## config.mk

```make
export PLATFORM = sky130hd
export DESIGN_NAME = seven_segment_reader
export DESIGN_NICKNAME = d
export VERILOG_FILES = /design/src/rtl/seven_segment_reader.sv
export SDC_FILE = /design/constraint.sdc
export NUM_CORES = 1
export LEC_CHECK = 0
export BUFFER_PORTS_ARGS = -buffer_cell sky130_fd_sc_hd__buf_2
export CORE_ASPECT_RATIO = 1.1
export CORE_MARGIN = 5
export CORE_UTILIZATION = 55
export CTS_CLUSTER_SIZE = 8
export DETAILED_ROUTE_END_ITERATION = 6
export PLACE_DENSITY = 0.85
export SYNTH_ARGS = -nofsm -noshare
export SYNTH_HDL_FRONTEND = slang
export SYNTH_SLANG_ARGS = --single-unit
```

## constraint.sdc

```tcl
create_clock -name clk -period 7.3 [get_ports clk]
set_clock_uncertainty 0.15 [all_clocks]
set_input_delay 1.095 -clock clk [delete_from_list [all_inputs] [get_ports clk]]
set_output_delay 1.095 -clock clk [all_outputs]
set_load 0.01 [all_outputs]
```

## src/rtl/seven_segment_reader.sv

```systemverilog
// -----------------------------------------------------------------------------
// seven_segment_reader
//
// Reads a two-digit multiplexed seven-segment display by sniffing its segment
// and digit-strobe lines. Each strobe/segment combination must stay unchanged
// for STABLE_CYCLES samples before it counts as a digit. After both the tens
// and the ones digit have been captured, the frame is published as BCD digits
// and as a binary value, and valid pulses for one cycle. A pattern that is not
// a decimal digit pulses err and drops the digit captured in that slot.
//
// Parameters
//   STABLE_CYCLES  consecutive identical samples needed to accept a digit (2..15)
//
// Ports
//   clk      in   rising-edge clock
//   rst      in   asynchronous active-high reset
//   seg      in   [6:0] segment lines a..g on bits 0..6, active high
//   dig_sel  in   [1:0] one-hot digit strobe, bit0 = ones, bit1 = tens
//   value    out  [6:0] tens*10 + ones of the last complete frame
//   tens     out  [3:0] BCD tens digit of the last complete frame
//   ones     out  [3:0] BCD ones digit of the last complete frame
//   valid    out  one-cycle pulse when a new frame is published
//   err      out  one-cycle pulse when an illegal pattern is accepted
// -----------------------------------------------------------------------------
module seven_segment_reader #(
    parameter int STABLE_CYCLES = 4
) (
    input  logic       clk,
    input  logic       rst,
    input  logic [6:0] seg,
    input  logic [1:0] dig_sel,
    output logic [6:0] value,
    output logic [3:0] tens,
    output logic [3:0] ones,
    output logic       valid,
    output logic       err
);

    typedef enum logic {
        SCAN = 1'b0,
        HELD = 1'b1
    } state_t;

    localparam int              CW        = 4;
    localparam logic [CW-1:0]   CNT_MAX   = CW'(STABLE_CYCLES);
    localparam logic [CW-1:0]   CNT_LAST  = CW'(STABLE_CYCLES - 1);

    // Maps a segment pattern to {legal, digit}; anything not in the table is illegal.
    function automatic logic [4:0] decode(input logic [6:0] pattern);
        logic [4:0] result;
        case (pattern)
            7'h3F:   result = {1'b1, 4'd0};
            7'h06:   result = {1'b1, 4'd1};
            7'h5B:   result = {1'b1, 4'd2};
            7'h4F:   result = {1'b1, 4'd3};
            7'h66:   result = {1'b1, 4'd4};
            7'h6D:   result = {1'b1, 4'd5};
            7'h7D:   result = {1'b1, 4'd6};
            7'h07:   result = {1'b1, 4'd7};
            7'h7F:   result = {1'b1, 4'd8};
            7'h6F:   result = {1'b1, 4'd9};
            default: result = 5'b0;
        endcase
        return result;
    endfunction

    logic [6:0]    seg_q;
    logic [1:0]    sel_q;
    logic [CW-1:0] cnt;
    state_t        state;
    logic          have_ones;
    logic          have_tens;
    logic [3:0]    ones_d;
    logic [3:0]    tens_d;

    logic          changed;
    logic          sel_one_hot;
    logic          capture;
    logic          legal;
    logic [3:0]    digit;
    logic          bad_capture;
    logic          complete;

    // NOTE: every signal assigned in always_comb gets a default first, so no
    // path through the block can leave a value undefined and infer a latch.
    always_comb begin
        changed     = 1'b0;
        sel_one_hot = 1'b0;
        capture     = 1'b0;
        legal       = 1'b0;
        digit       = 4'd0;
        bad_capture = 1'b0;
        complete    = 1'b0;

        // The sample about to enter seg_q/sel_q differs from the one held now.
        changed     = {seg, dig_sel} != {seg_q, sel_q};
        sel_one_hot = (sel_q == 2'b01) || (sel_q == 2'b10);
        {legal, digit} = decode(seg_q);

        // The counter reaches STABLE_CYCLES on this edge only when it is one
        // short and the sample repeats; a held pattern sits in HELD afterwards,
        // so it is captured exactly once.
        capture     = (state == SCAN) && !changed && (cnt == CNT_LAST) && sel_one_hot;
        bad_capture = capture && !legal;

        // An illegal capture on the completing edge wins: no frame is published.
        complete    = have_ones && have_tens && !bad_capture;
    end

    // NOTE: sequential state uses non-blocking assignments so that every
    // register samples the pre-edge values of the others, independent of
    // statement order.
    always_ff @(posedge clk or posedge rst) begin
        if (rst) begin
            seg_q     <= '0;
            sel_q     <= '0;
            cnt       <= '0;
            state     <= SCAN;
            have_ones <= 1'b0;
            have_tens <= 1'b0;
            ones_d    <= '0;
            tens_d    <= '0;
            value     <= '0;
            tens      <= '0;
            ones      <= '0;
            valid     <= 1'b0;
            err       <= 1'b0;
        end else begin
            seg_q <= seg;
            sel_q <= dig_sel;

            if (changed) begin
                cnt <= CW'(1);
            end else if (cnt != CNT_MAX) begin
                cnt <= cnt + CW'(1);
            end

            case (state)
                SCAN: if (capture) state <= HELD;
                HELD: if (changed) state <= SCAN;
                default: state <= SCAN;
            endcase

            valid <= complete;
            err   <= bad_capture;

            if (complete) begin
                tens      <= tens_d;
                ones      <= ones_d;
                value     <= ({3'b000, tens_d} * 7'd10) + {3'b000, ones_d};
                have_ones <= 1'b0;
                have_tens <= 1'b0;
            end

            // Placed after the completion clear so a capture on the same edge
            // would still be recorded for the following frame.
            if (capture) begin
                if (sel_q[0]) begin
                    have_ones <= legal;
                    if (legal) ones_d <= digit;
                end else begin
                    have_tens <= legal;
                    if (legal) tens_d <= digit;
                end
            end
        end
    end

endmodule

```

==> reports/results.ini, run 1 <==
[status]
outcome=finished, final reports clean

[worst_setup_path]
start_kind=input pin
cp_max_fo=10
cp.required_ns=7.33
crit_type=in -> reg
cp_data_arrival_time_ns=3.07
end_kind=flop

[flow_run]
drv_cap=0

[grt]
grt_pass1_vias=1388
grt_max_degree=41
gr-total-overflow=0
antenna_found_initial=0
grt_pass1_wl_um=6360
grtUsageTotal_pct=17.0

[detailed_routing]
wl_per_cell_um=14.4
drt-pass1-iter-count=4
wirelength_um=3680
drc_errors=0
num_vias=1376
drtAntennaViolNets=0
avgViaCountPerCell=5.40
drt_iter0_markers=68

[timing]
period_minus_slack_ns=3.04
slew_viol_final=0
hold_viol_final=0
worstMarginPinSlew_ns=0.538
period_share_pct=41.6
tns_ns=0
rsz0062_at_grt=false
timing.fmax_mhz=329
slew_headroom_pct=63.8
finalSetupViolCount=0
setup_ws_ns=4.26

[cts]
cts_made_buffers=5
cts.sinks=40
clk_latency_ns=0.30
ctsHtreeMaxLevel=2
clkTransAtPathRegs_ns=0.07
cts_resized=0
post-cts-setup-buffer-count=0
root_buffer=clkbuf_8
clock_path_buffers=2
cts_tree=built
ctsHoldBuffers=0

[logic_synthesis]
synth.distinct_cells=48
synth_edf_count=0
netlist_instances=179
syn_nets=200
synth-main-ff-cell=dfrtp_1
synth_top_area_share_pct=47.6
syn_area_um2=2100
ys_ff_latch=40
yosysWarnings=0
yosys.area.top_type=dfrtp_1
synthTopCellsByArea=dfrtp_1 (48%), mux2_2 (8.0%), ha_1 (4.8%)
synthArstFlopShare_pct=100
ys_seq_area_share_pct=47.6
avgSynthCellArea_um2=11.7

[final_layout]
nets=225
most-common-layout-cells=dfrtp_1 (40), buf_2 (27), mux2_2 (15)
fillers=310
final_common_cell=dfrtp_1
drive_above_1_share_pct=29.8
antenna_cells=0
area.growth.synth_to_final_pct=12.2

[power]
intPower_uw=334
power_switching_uw=94.9
p_leak_uw=0.00116
p_per_area_nw_per_um2=182
power_frac_seq_pct=53.6
swShare_pct=22.1
p_clk_share_pct=41.5
ir_worst_vdd_v=0.000117
combinationalPowerShare_pct=4.9

[die]
die_x_um=68.9
core_area_um2=3650
ioPinCount=28
row_count=23
initial_core_util_pct=57.5
die-area_um2=5160
die_y_um=74.8

[placement]
port_buffers=27
place.gp.congestion=0.834
dp_hpwl_um=2750
place_worst_setup_slack_ns=3.93

[min_path]
hold_path.class=reg -> reg

## sequential cells by signal (all words and copies together) (netlist names), 2 cells and up
register,count
seg_q,7
ones,3
sel_q,2
tens_d,4
cnt,4
ones_d,4
tens,4
value,7
## critical path, cell delays in order
cell and delay [ns]:
buf_2 0.11, xor2_1 0.13, nor4_1 0.52, nand4_1 0.43
or3_4 0.48, mux2_4 0.31
## per-layer routing
layer / vias to the layer above / track usage [%] / routed length, um
li1: 683 / - / -
met1: 658 / 21.1 / 1600
met2: 32 / 28.0 / 1850
met3: 3 / 5.37 / 190
met4: 0 / 5.41 / 40
met5: - / 0 / 0
## per-stage QoR
| stage | area, um^2 | std cells | power (uW) | util (%) | hold slack, ns |
|---|---|---|---|---|---|
| after floorplan | 2100 | 179 | 250 | - | 0.317 |
| after global placement | 2250 | 247 | 255 | 61.5 | 0.316 |
| after detailed placement | 2250 | 247 | 256 | 61.5 | 0.322 |
| after CTS | 2360 | 255 | 433 | 64.5 | 0.339 |
| after global routing | 2360 | 255 | 449 | 64.5 | 0.368 |
| final | 2360 | 255 | 429 | 64.5 | 0.331 |
## power by group through the flow
stage | combinational [uW] | sequential [uW] | clock (uW)
floorplan | 20.7 | 229 | 0
global placement | 20.9 | 234 | 0
detailed placement | 21.5 | 234 | 0
CTS | 21.4 | 230 | 182
global route | 23.8 | 231 | 194
finish | 20.9 | 230 | 178
## cell usage after synthesis, types with 2 or more instances
cell type,instances
nand2_1,6
mux2_4,2
nand4_1,3
mux2_2,15
fa_1,2
xor2_1,10
nor2_1,9
buf_4,3
buf_2,3
dfrtp_1,40
nand2b_1,4
a21oi_1,4
and4b_1,2
ha_1,8
xnor2_1,8
inv_1,10
nor3_1,3
clkbuf_1,3
nor4_1,2
o21ai_0,4
nor2b_1,2
nand3_1,7
mux2i_1,2
o22ai_1,2
mux2_1,2
## cell families (layout without fill, tap and decap cells)
family                     Yosys count  after routing  share of synthesized area, %
adders and majority gates           10             10                          6.67
and+or+nand+nor                     49             49                          14.2
AOI/OAI and AO/OA                   21             21                          7.86
DFF                                 40             40                          47.6
xor gates and xnor gates            18             18                          7.50
buffers and inverters               20             46                          4.65
muxes                               21             21                          11.5
## final cells by class
type / instances / area, um^2 / area share [%]
clock buffer: 5 / 68.8 / 2.92
clock inverter: 3 / 42.5 / 1.80
inverter: 10 / 37.5 / 1.59
multi-input combinational: 119 / 1000 / 42.5
sequential: 40 / 1000 / 42.5
tap: 50 / 62.6 / 2.65
timing repair buffer: 28 / 143 / 6.05
## final timing paths
kind | start | endpoint | slack [ns] | cells past startpoint
hold / removal | ones[1] | ones[1] | 0.33 | 1
min in group asynchronous | rst | ones[2] | 0.74 | 3
setup / recovery | seg[3] | ones_d[0] | 4.26 | 6
max in group asynchronous | rst | cnt[3] | 5.92 | 3
hold reg to reg | ones[1] | ones[1] | 0.33 | 1
setup reg to reg | seg_q[5] | tens[0] | 4.54 | 5
Power figures use the tool's default switching activity.
==> run 2: changes to the inputs <==
--- a/config.mk
+++ b/config.mk
@@ -5,13 +5,14 @@
 export SDC_FILE = /design/constraint.sdc
 export NUM_CORES = 1
 export LEC_CHECK = 0
+export ABC_AREA = 1
 export BUFFER_PORTS_ARGS = -buffer_cell sky130_fd_sc_hd__buf_2
 export CORE_ASPECT_RATIO = 1.1
 export CORE_MARGIN = 5
-export CORE_UTILIZATION = 55
+export CORE_UTILIZATION = 52
 export CTS_CLUSTER_SIZE = 8
 export DETAILED_ROUTE_END_ITERATION = 6
-export PLACE_DENSITY = 0.85
+export PLACE_DENSITY = 0.84
 export SYNTH_ARGS = -nofsm -noshare
 export SYNTH_HDL_FRONTEND = slang
 export SYNTH_SLANG_ARGS = --single-unit
==> constraint.sdc (replaced) <==
create_clock -name clk -period 2.6 [get_ports clk]
set_clock_uncertainty 0.15 [all_clocks]
set_input_delay 0.39 -clock clk [delete_from_list [all_inputs] [get_ports clk]]
set_output_delay 0.39 -clock clk [all_outputs]
set_load 0.01 [all_outputs]
==> run 2 against run 1 <==
  * Worst setup slack got worse by 3.8 ns
  * Combinational power rose to 3.4 times the previous value
  * Wire length is 6.3% higher
  * Critical path type is now reg -> reg
  * Critical endpoint is now value[6]
  * Largest cell class is now registers
==> reports/results.ini, run 2 <==
[logic_synthesis]
synth-main-ff-cell=dfrtp_1  ; unchanged
synth_compound_area_share_pct=2.36  ; was 7.86%
synthAdderAreaFrac_pct=6.30  ; was 6.67%
synth_simple_gate_area_share_pct=33.6  ; was 14.2%
yosysMostFrequentCell=nand2_1  ; was dfrtp_1
synth_common_cells=nand2_1 (111), inv_1 (45), dfrtp_1 (40)  ; was dfrtp_1 (40), mux2_2 (15), inv_1 (10), xor2_1 (10), nor2_1 (9)
synth_top_family_by_area=simple AND/OR/NAND/NOR gates  ; unchanged
netlist_instances=292  ; was 179
syn_area_um2=2220  ; was 2100 um^2
synthArstFlopShare_pct=100  ; unchanged
synthTopCellsByArea=dfrtp_1 (45%), nand2_1 (19%), inv_1 (7.6%)  ; was dfrtp_1 (48%), mux2_2 (8.0%), ha_1 (4.8%)
synth_edf_count=0  ; unchanged
ys_ff_latch=40  ; unchanged
synth_top_area_share_pct=45.0  ; was 47.6%
yosysWarnings=0  ; unchanged
yosys.area.top_type=dfrtp_1  ; unchanged
ys_seq_area_share_pct=45.0  ; was 47.6%
syn_nets=313  ; was 200
synth_xor_area_share_pct=2.76  ; was 7.50%
avgSynthCellArea_um2=7.62  ; was 11.7 um^2
muxShareOfSynthArea_pct=0  ; was 11.5%
synth.distinct_cells=26  ; was 48

[cts]
post-cts-setup-buffer-count=0  ; unchanged
ctsHoldBuffers=0  ; unchanged
cts_resized=0  ; unchanged
cts.sinks=40  ; unchanged
root_buffer=clkbuf_8  ; unchanged
cts_made_buffers=5  ; unchanged
ctsHtreeMaxLevel=2  ; unchanged
clkTransAtPathRegs_ns=0.08  ; was 0.07 ns
clock_path_buffers=2  ; unchanged
cts_tree=built  ; unchanged
clk_latency_ns=0.29  ; was 0.30 ns

[die]
ioPinCount=28  ; unchanged
die-area_um2=5690  ; was 5160 um^2
initial_core_util_pct=52.7  ; was 57.5%
row_count=25  ; was 23
core_area_um2=4220  ; was 3650 um^2
die_y_um=78.6  ; was 74.8 um
die_x_um=72.4  ; was 68.9 um

[final_layout]
final_core_util_pct=59.0  ; was 64.5%
reg_top3=seg_q x7, value x7  ; unchanged
antenna_cells=0  ; unchanged
area.growth.synth_to_final_pct=12.0  ; was 12.2%
most-common-layout-cells=nand2_1 (111), inv_1 (45), dfrtp_1 (40)  ; was dfrtp_1 (40), buf_2 (27), mux2_2 (15)
final_common_cell=nand2_1  ; was dfrtp_1
drive_above_1_share_pct=13.1  ; was 29.8%
nets=341  ; was 225
fillers=392  ; was 310

[placement]
port_buffers=27  ; unchanged
place.gp.congestion=0.848  ; was 0.834
dp_hpwl_um=2940  ; was 2750 um

[worst_setup_path]
r2r_cells=8  ; was 5
cp_max_fo=5  ; was 10
crit_type=reg -> reg  ; was in -> reg
cp_data_arrival_time_ns=2.24  ; was 3.07 ns
r2r_slack_ns=0.44  ; was 4.54 ns
reg2reg_to=value[6]  ; was tens[0]
reg2reg_from=tens_d[1]  ; was seg_q[5]
start_kind=flop  ; was input pin
cp.required_ns=2.69  ; was 7.33 ns
end_kind=flop  ; unchanged

[timing]
slew_headroom_pct=67.1  ; was 63.8%
slew_viol_final=0  ; unchanged
period_minus_slack_ns=2.16
period_share_pct=83.1
finalSetupViolCount=0  ; unchanged
tns_ns=0  ; unchanged
rsz0062_at_grt=false  ; unchanged
timing.fmax_mhz=463
worstMarginPinSlew_ns=0.494  ; was 0.538 ns
hold_viol_final=0  ; unchanged

[detailed_routing]
drt-pass1-iter-count=4  ; unchanged
wl_per_cell_um=10.4  ; was 14.4 um
drtAntennaViolNets=0  ; unchanged
drc_errors=0  ; unchanged
wirelength_um=3910  ; was 3680 um
avgViaCountPerCell=4.82  ; was 5.40
num_vias=1808  ; was 1376
drt_iter0_markers=69  ; was 68

[status]
outcome=finished, final reports clean  ; unchanged

[power]
intPower_uw=936  ; was 334 uW
ir_worst_vdd_v=0.000276  ; was 0.000117 V
p_clk_share_pct=41.4  ; was 41.5%
power_switching_uw=277  ; was 94.9 uW
power_frac_seq_pct=52.8  ; was 53.6%
swShare_pct=22.8  ; was 22.1%
p_leak_uw=0.00156  ; was 0.00116 uW
combinationalPowerShare_pct=5.8  ; was 4.9%
p_total_uw=1210  ; was 429 uW
p_per_area_nw_per_um2=487  ; was 182 nW/um^2

[grt]
grt_max_degree=41  ; unchanged
grt_pass1_wl_um=7110  ; was 6360 um
antenna_found_initial=0  ; unchanged
gr-total-overflow=0  ; unchanged
grt_pass1_vias=1756  ; was 1388
grtUsageTotal_pct=15.8  ; was 17.0%

[flow_run]
drv_cap=0  ; unchanged

[min_path]
hold_path.class=in -> async  ; was reg -> reg

run 2: kinds of logic after synthesis:
logic type,after synthesis
XOR/XNOR,7
AND/OR/NAND/NOR,174
buffers and inverters,52
flip-flops,40
adder cells (fa/ha/maj),10
AO/OA/AOI/OAI,9
run 2: metal layers:
metal / global-route usage [%] / vias up / share of wire [%]
met3: 3.97 / 9 / 5.1
met4: 6.77 / 0 / 2.5
met5: 0 / - / 0
met1: 18.0 / 809 / 45
li1: - / 957 / -
met2: 27.5 / 33 / 48
run 2: layout make-up:
class	instances	area, um^2	share of cell area [%]
Timing Repair Buffer	28	143	5.72
Multi-Input combinational cell	200	1000	40.2
Inverter	45	169	6.78
Clock buffer	5	68.8	2.76
Sequential cell	40	1000	40.2
Tap cell	54	67.6	2.71
Clock inverter	3	42.5	1.71
run 2: through the flow:
stage	hold slack, ns	cells	area, um^2	setup slack (ns)
2_1_floorplan	0.271	292	2220	0.541
3_3_place_gp	0.300	367	2380	0.484
4_1_cts	0.0645	375	2490	0.429
5_1_grt	0.0615	375	2490	0.274
6_report	0.0568	375	2490	0.440
3_5_place_dp	0.304	367	2380	0.441
run 2: worst max-delay path, stage by stage (launching register included):
cell     delay [ns]
dfrtp_1        0.43
ha_1           0.32
ha_1           0.21
fa_1           0.51
inv_1          0.05
nor2_1         0.12
xor2_1         0.15
nand3_1        0.09
nand2_1        0.09
run 2: power groups by stage:
| stage | logic [uW] | clock network [uW] | registers [uW] |
|---|---|---|---|
| CTS | 71.8 | 515 | 640 |
| floorplan | 56.4 | 0 | 646 |
| detailed placement | 71.5 | 0 | 652 |
| global route | 84.0 | 543 | 642 |
| global placement | 68.7 | 0 | 652 |
| finish | 70.3 | 503 | 640 |
run 2: worst max-delay path by stage:
stage,start,endpoint,slack (ns)
after CTS,tens_d[1],value[6],0.43
after global routing,tens_d[1],value[6],0.27
after global placement,tens_d[1],value[6],0.48
after floorplan,tens_d[1],value[6],0.54
after detailed placement,tens_d[1],value[6],0.44
final,tens_d[1],value[6],0.44
==> run 3: changes to the inputs <==
--- a/config.mk
+++ b/config.mk
@@ -9,7 +9,7 @@
 export BUFFER_PORTS_ARGS = -buffer_cell sky130_fd_sc_hd__buf_2
 export CORE_ASPECT_RATIO = 1.1
 export CORE_MARGIN = 5
-export CORE_UTILIZATION = 52
+export CORE_UTILIZATION = 55
 export CTS_CLUSTER_SIZE = 8
 export DETAILED_ROUTE_END_ITERATION = 6
 export PLACE_DENSITY = 0.84
==> constraint.sdc (replaced) <==
create_clock -name clk -period 1.99 [get_ports clk]
set_clock_uncertainty 0.15 [all_clocks]
set_input_delay 0.2985 -clock clk [delete_from_list [all_inputs] [get_ports clk]]
set_output_delay 0.2985 -clock clk [all_outputs]
set_load 0.01 [all_outputs]
==> run 3 against run 2 <==
  * The flow now finishes with violations (setup timing)
  * Global-route usage is 3.1 points higher
  * Sequential share of layout area down 4.7 points
  * Count of clock-buffer cells in the layout unchanged
  * Die area down 4.7%
  * Sequential cell count did not move
  * Non-clock buffer count is 24 higher
  * Register-to-register slack worse by 0.49 ns
  * Core utilization increased by 13 points
  * Critical path type unchanged
==> reports/results.ini, run 3 (synthesis gave the netlist of run 2 again) <==
[placement]
placed_cell_area_um2=2450  ; was 2380 um^2
place_worst_setup_slack_ns=-0.0745  ; was 0.441 ns
place.gp.congestion=0.884  ; was 0.848
port_buffers=27  ; unchanged
dp_hpwl_um=3270  ; was 2940 um

[status]
violations=setup timing
outcome=complete, but fails checks  ; was finished, final reports clean

[detailed_routing]
drt-pass1-iter-count=5  ; was 4
wl_per_cell_um=12.0  ; was 10.4 um
num_vias=1984  ; was 1808
drtAntennaViolNets=0  ; unchanged
drt_iter0_markers=111  ; was 69
drc_errors=0  ; unchanged
wirelength_um=4780  ; was 3910 um
avgViaCountPerCell=5.00  ; was 4.82

[timing]
rsz0062_at_grt=true  ; was false
period_share_pct=103  ; was 83.1%
slew_viol_final=0  ; unchanged
setup_ws_ns=-0.0498  ; was 0.440 ns
hold_ws_ns=0.114  ; was 0.0568 ns
worstMarginPinSlew_ns=0.552  ; was 0.494 ns
finalSetupViolCount=2  ; was 0
timing.fmax_mhz=490  ; was 463 MHz
hold_viol_final=0  ; unchanged
period_minus_slack_ns=2.04  ; was 2.16 ns
slew_headroom_pct=63.2  ; was 67.1%

[worst_setup_path]
r2r_cells=8  ; unchanged
crit_end=value[6]  ; unchanged
crit_chain=ha_1, ha_2, fa_1, inv_1, nor2_2, xor2_1, nand3_1, nand2_1  ; was ha_1, ha_1, fa_1, inv_1, nor2_1, xor2_1, nand3_1, nand2_1
cp_slowest_cell=fa_1  ; unchanged
end_kind=flop  ; unchanged
path_depth=8  ; unchanged
crit_type=reg -> reg  ; unchanged
critPathMaxStageDelay_ns=0.49  ; was 0.51 ns
r2r_slack_ns=-0.05  ; was 0.44 ns
start_kind=flop  ; unchanged
worstSetupStartpoint=tens_d[1]  ; unchanged
cp_data_arrival_time_ns=2.13  ; was 2.24 ns
cp.required_ns=2.08  ; was 2.69 ns
cp_num_buf_inv=1  ; unchanged
reg2reg_to=value[6]  ; unchanged
critPathTopFamily=adder cells  ; unchanged
reg2reg_from=tens_d[1]  ; unchanged
cp_max_fo=2  ; was 5

[power]
p_per_area_nw_per_um2=664  ; was 487 nW/um^2
p_leak_uw=0.00173  ; was 0.00156 uW
ir_worst_vdd_v=0.000867  ; was 0.000276 V

[final_layout]
antenna_cells=0  ; unchanged
area.growth.synth_to_final_pct=27.1  ; was 12.0%
final_common_cell=nand2_1  ; unchanged
drive_above_1_share_pct=20.0  ; was 13.1%
design_area_um2=2830  ; was 2490 um^2
most-common-layout-cells=nand2_1 (109), inv_1 (44), dfrtp_1 (38)  ; was nand2_1 (111), inv_1 (45), dfrtp_1 (40)
fillers=283  ; was 392
nets=365  ; was 341
reg_top3=seg_q x7, value x7  ; unchanged

[cts]
clock_path_buffers=2  ; unchanged
clkTransAtPathRegs_ns=0.08  ; about the same
cts_tree=built  ; unchanged
cts_made_buffers=5  ; unchanged
clk_latency_ns=0.30  ; was 0.29 ns
root_buffer=clkbuf_8  ; unchanged
ctsHtreeMaxLevel=2  ; unchanged
cts.sinks=40  ; unchanged

[grt]
grt_pass1_vias=1936  ; was 1756
grt_max_degree=41  ; unchanged
grtUsageTotal_pct=18.9  ; was 15.8%
gr-total-overflow=0  ; unchanged
grt_pass1_wl_um=8300  ; was 7110 um
antenna_found_initial=0  ; unchanged

[die]
core_area_um2=3930  ; was 4220 um^2
die-area_um2=5420  ; was 5690 um^2
die_x_um=70.6  ; was 72.4 um
ioPinCount=28  ; unchanged
die_y_um=76.7  ; was 78.6 um
initial_core_util_pct=56.6  ; was 52.7%
row_count=24  ; was 25

[min_path]
hold_path.class=in -> reg  ; was in -> async

[flow_run]
drv_cap=0  ; unchanged

-- run 3: layer usage --
layer	vias up	track usage (%)	part of all wire (%)
met3	10	4.18	4.2
met2	40	34.3	54
met4	0	7.52	3.0
met1	932	21.2	39
li1	1002	-	-
met5	-	0	0
-- run 3: worst reg2reg max path, stage by stage (launching register included) --
cell,delay (ns)
dfrtp_1,0.39
ha_1,0.31
ha_2,0.18
fa_1,0.49
inv_1,0.05
nor2_2,0.09
xor2_1,0.14
nand3_1,0.09
nand2_1,0.10
-- run 3: timing repair --
item	CTS	global route
hold buffers	10	0
gates resized for setup	0	16
setup endpoints to repair	2	21
pin swaps	2	10
hold endpoints to repair	49	0
setup buffers	1	6
-- run 3: final cells by class --
| type | count | area, um^2 | share of cell area, % |
|---|---|---|---|
| clock buffers | 5 | 68.8 | 2.43 |
| clock inverters | 3 | 90.1 | 3.19 |
| inverters | 45 | 169 | 5.97 |
| multi-input cells | 200 | 1070 | 37.7 |
| flip-flops and latches | 40 | 1000 | 35.5 |
| well taps | 52 | 65.1 | 2.30 |
| repair buffers | 52 | 365 | 12.9 |
-- run 3: how the worst min path moves through the flow --
stage               start        to  slack [ns]  depth (start not counted)
2_1_floorplan      seg[0]  seg_q[0]        0.18                          0
3_3_place_gp       seg[0]  seg_q[0]        0.28                          1
3_5_place_dp       seg[5]  seg_q[5]        0.28                          1
4_1_cts          value[1]  value[1]        0.32                          2
5_1_grt        dig_sel[1]  sel_q[1]        0.15                          1
6_report       dig_sel[1]  sel_q[1]        0.11                          1
-- run 3: through the flow --
step / utilization (%) / total power [uW] / cells / TNS, ns
floorplan: - / 918 / 292 / -0.0277
global placement: 62.4 / 943 / 373 / -0.0101
detailed placement: 62.4 / 948 / 373 / -0.116
CTS: 69.1 / 1880 / 392 / -0.123
global route: 71.9 / 1950 / 397 / -0.622
finish: 71.9 / 1880 / 397 / -0.0710
-- run 3: power by group --
group	internal (uW)	switching, uW	total, uW
clock	627	293	921
combinational	49.0	74.0	123
sequential	822	13.3	835
total	1500	381	1880
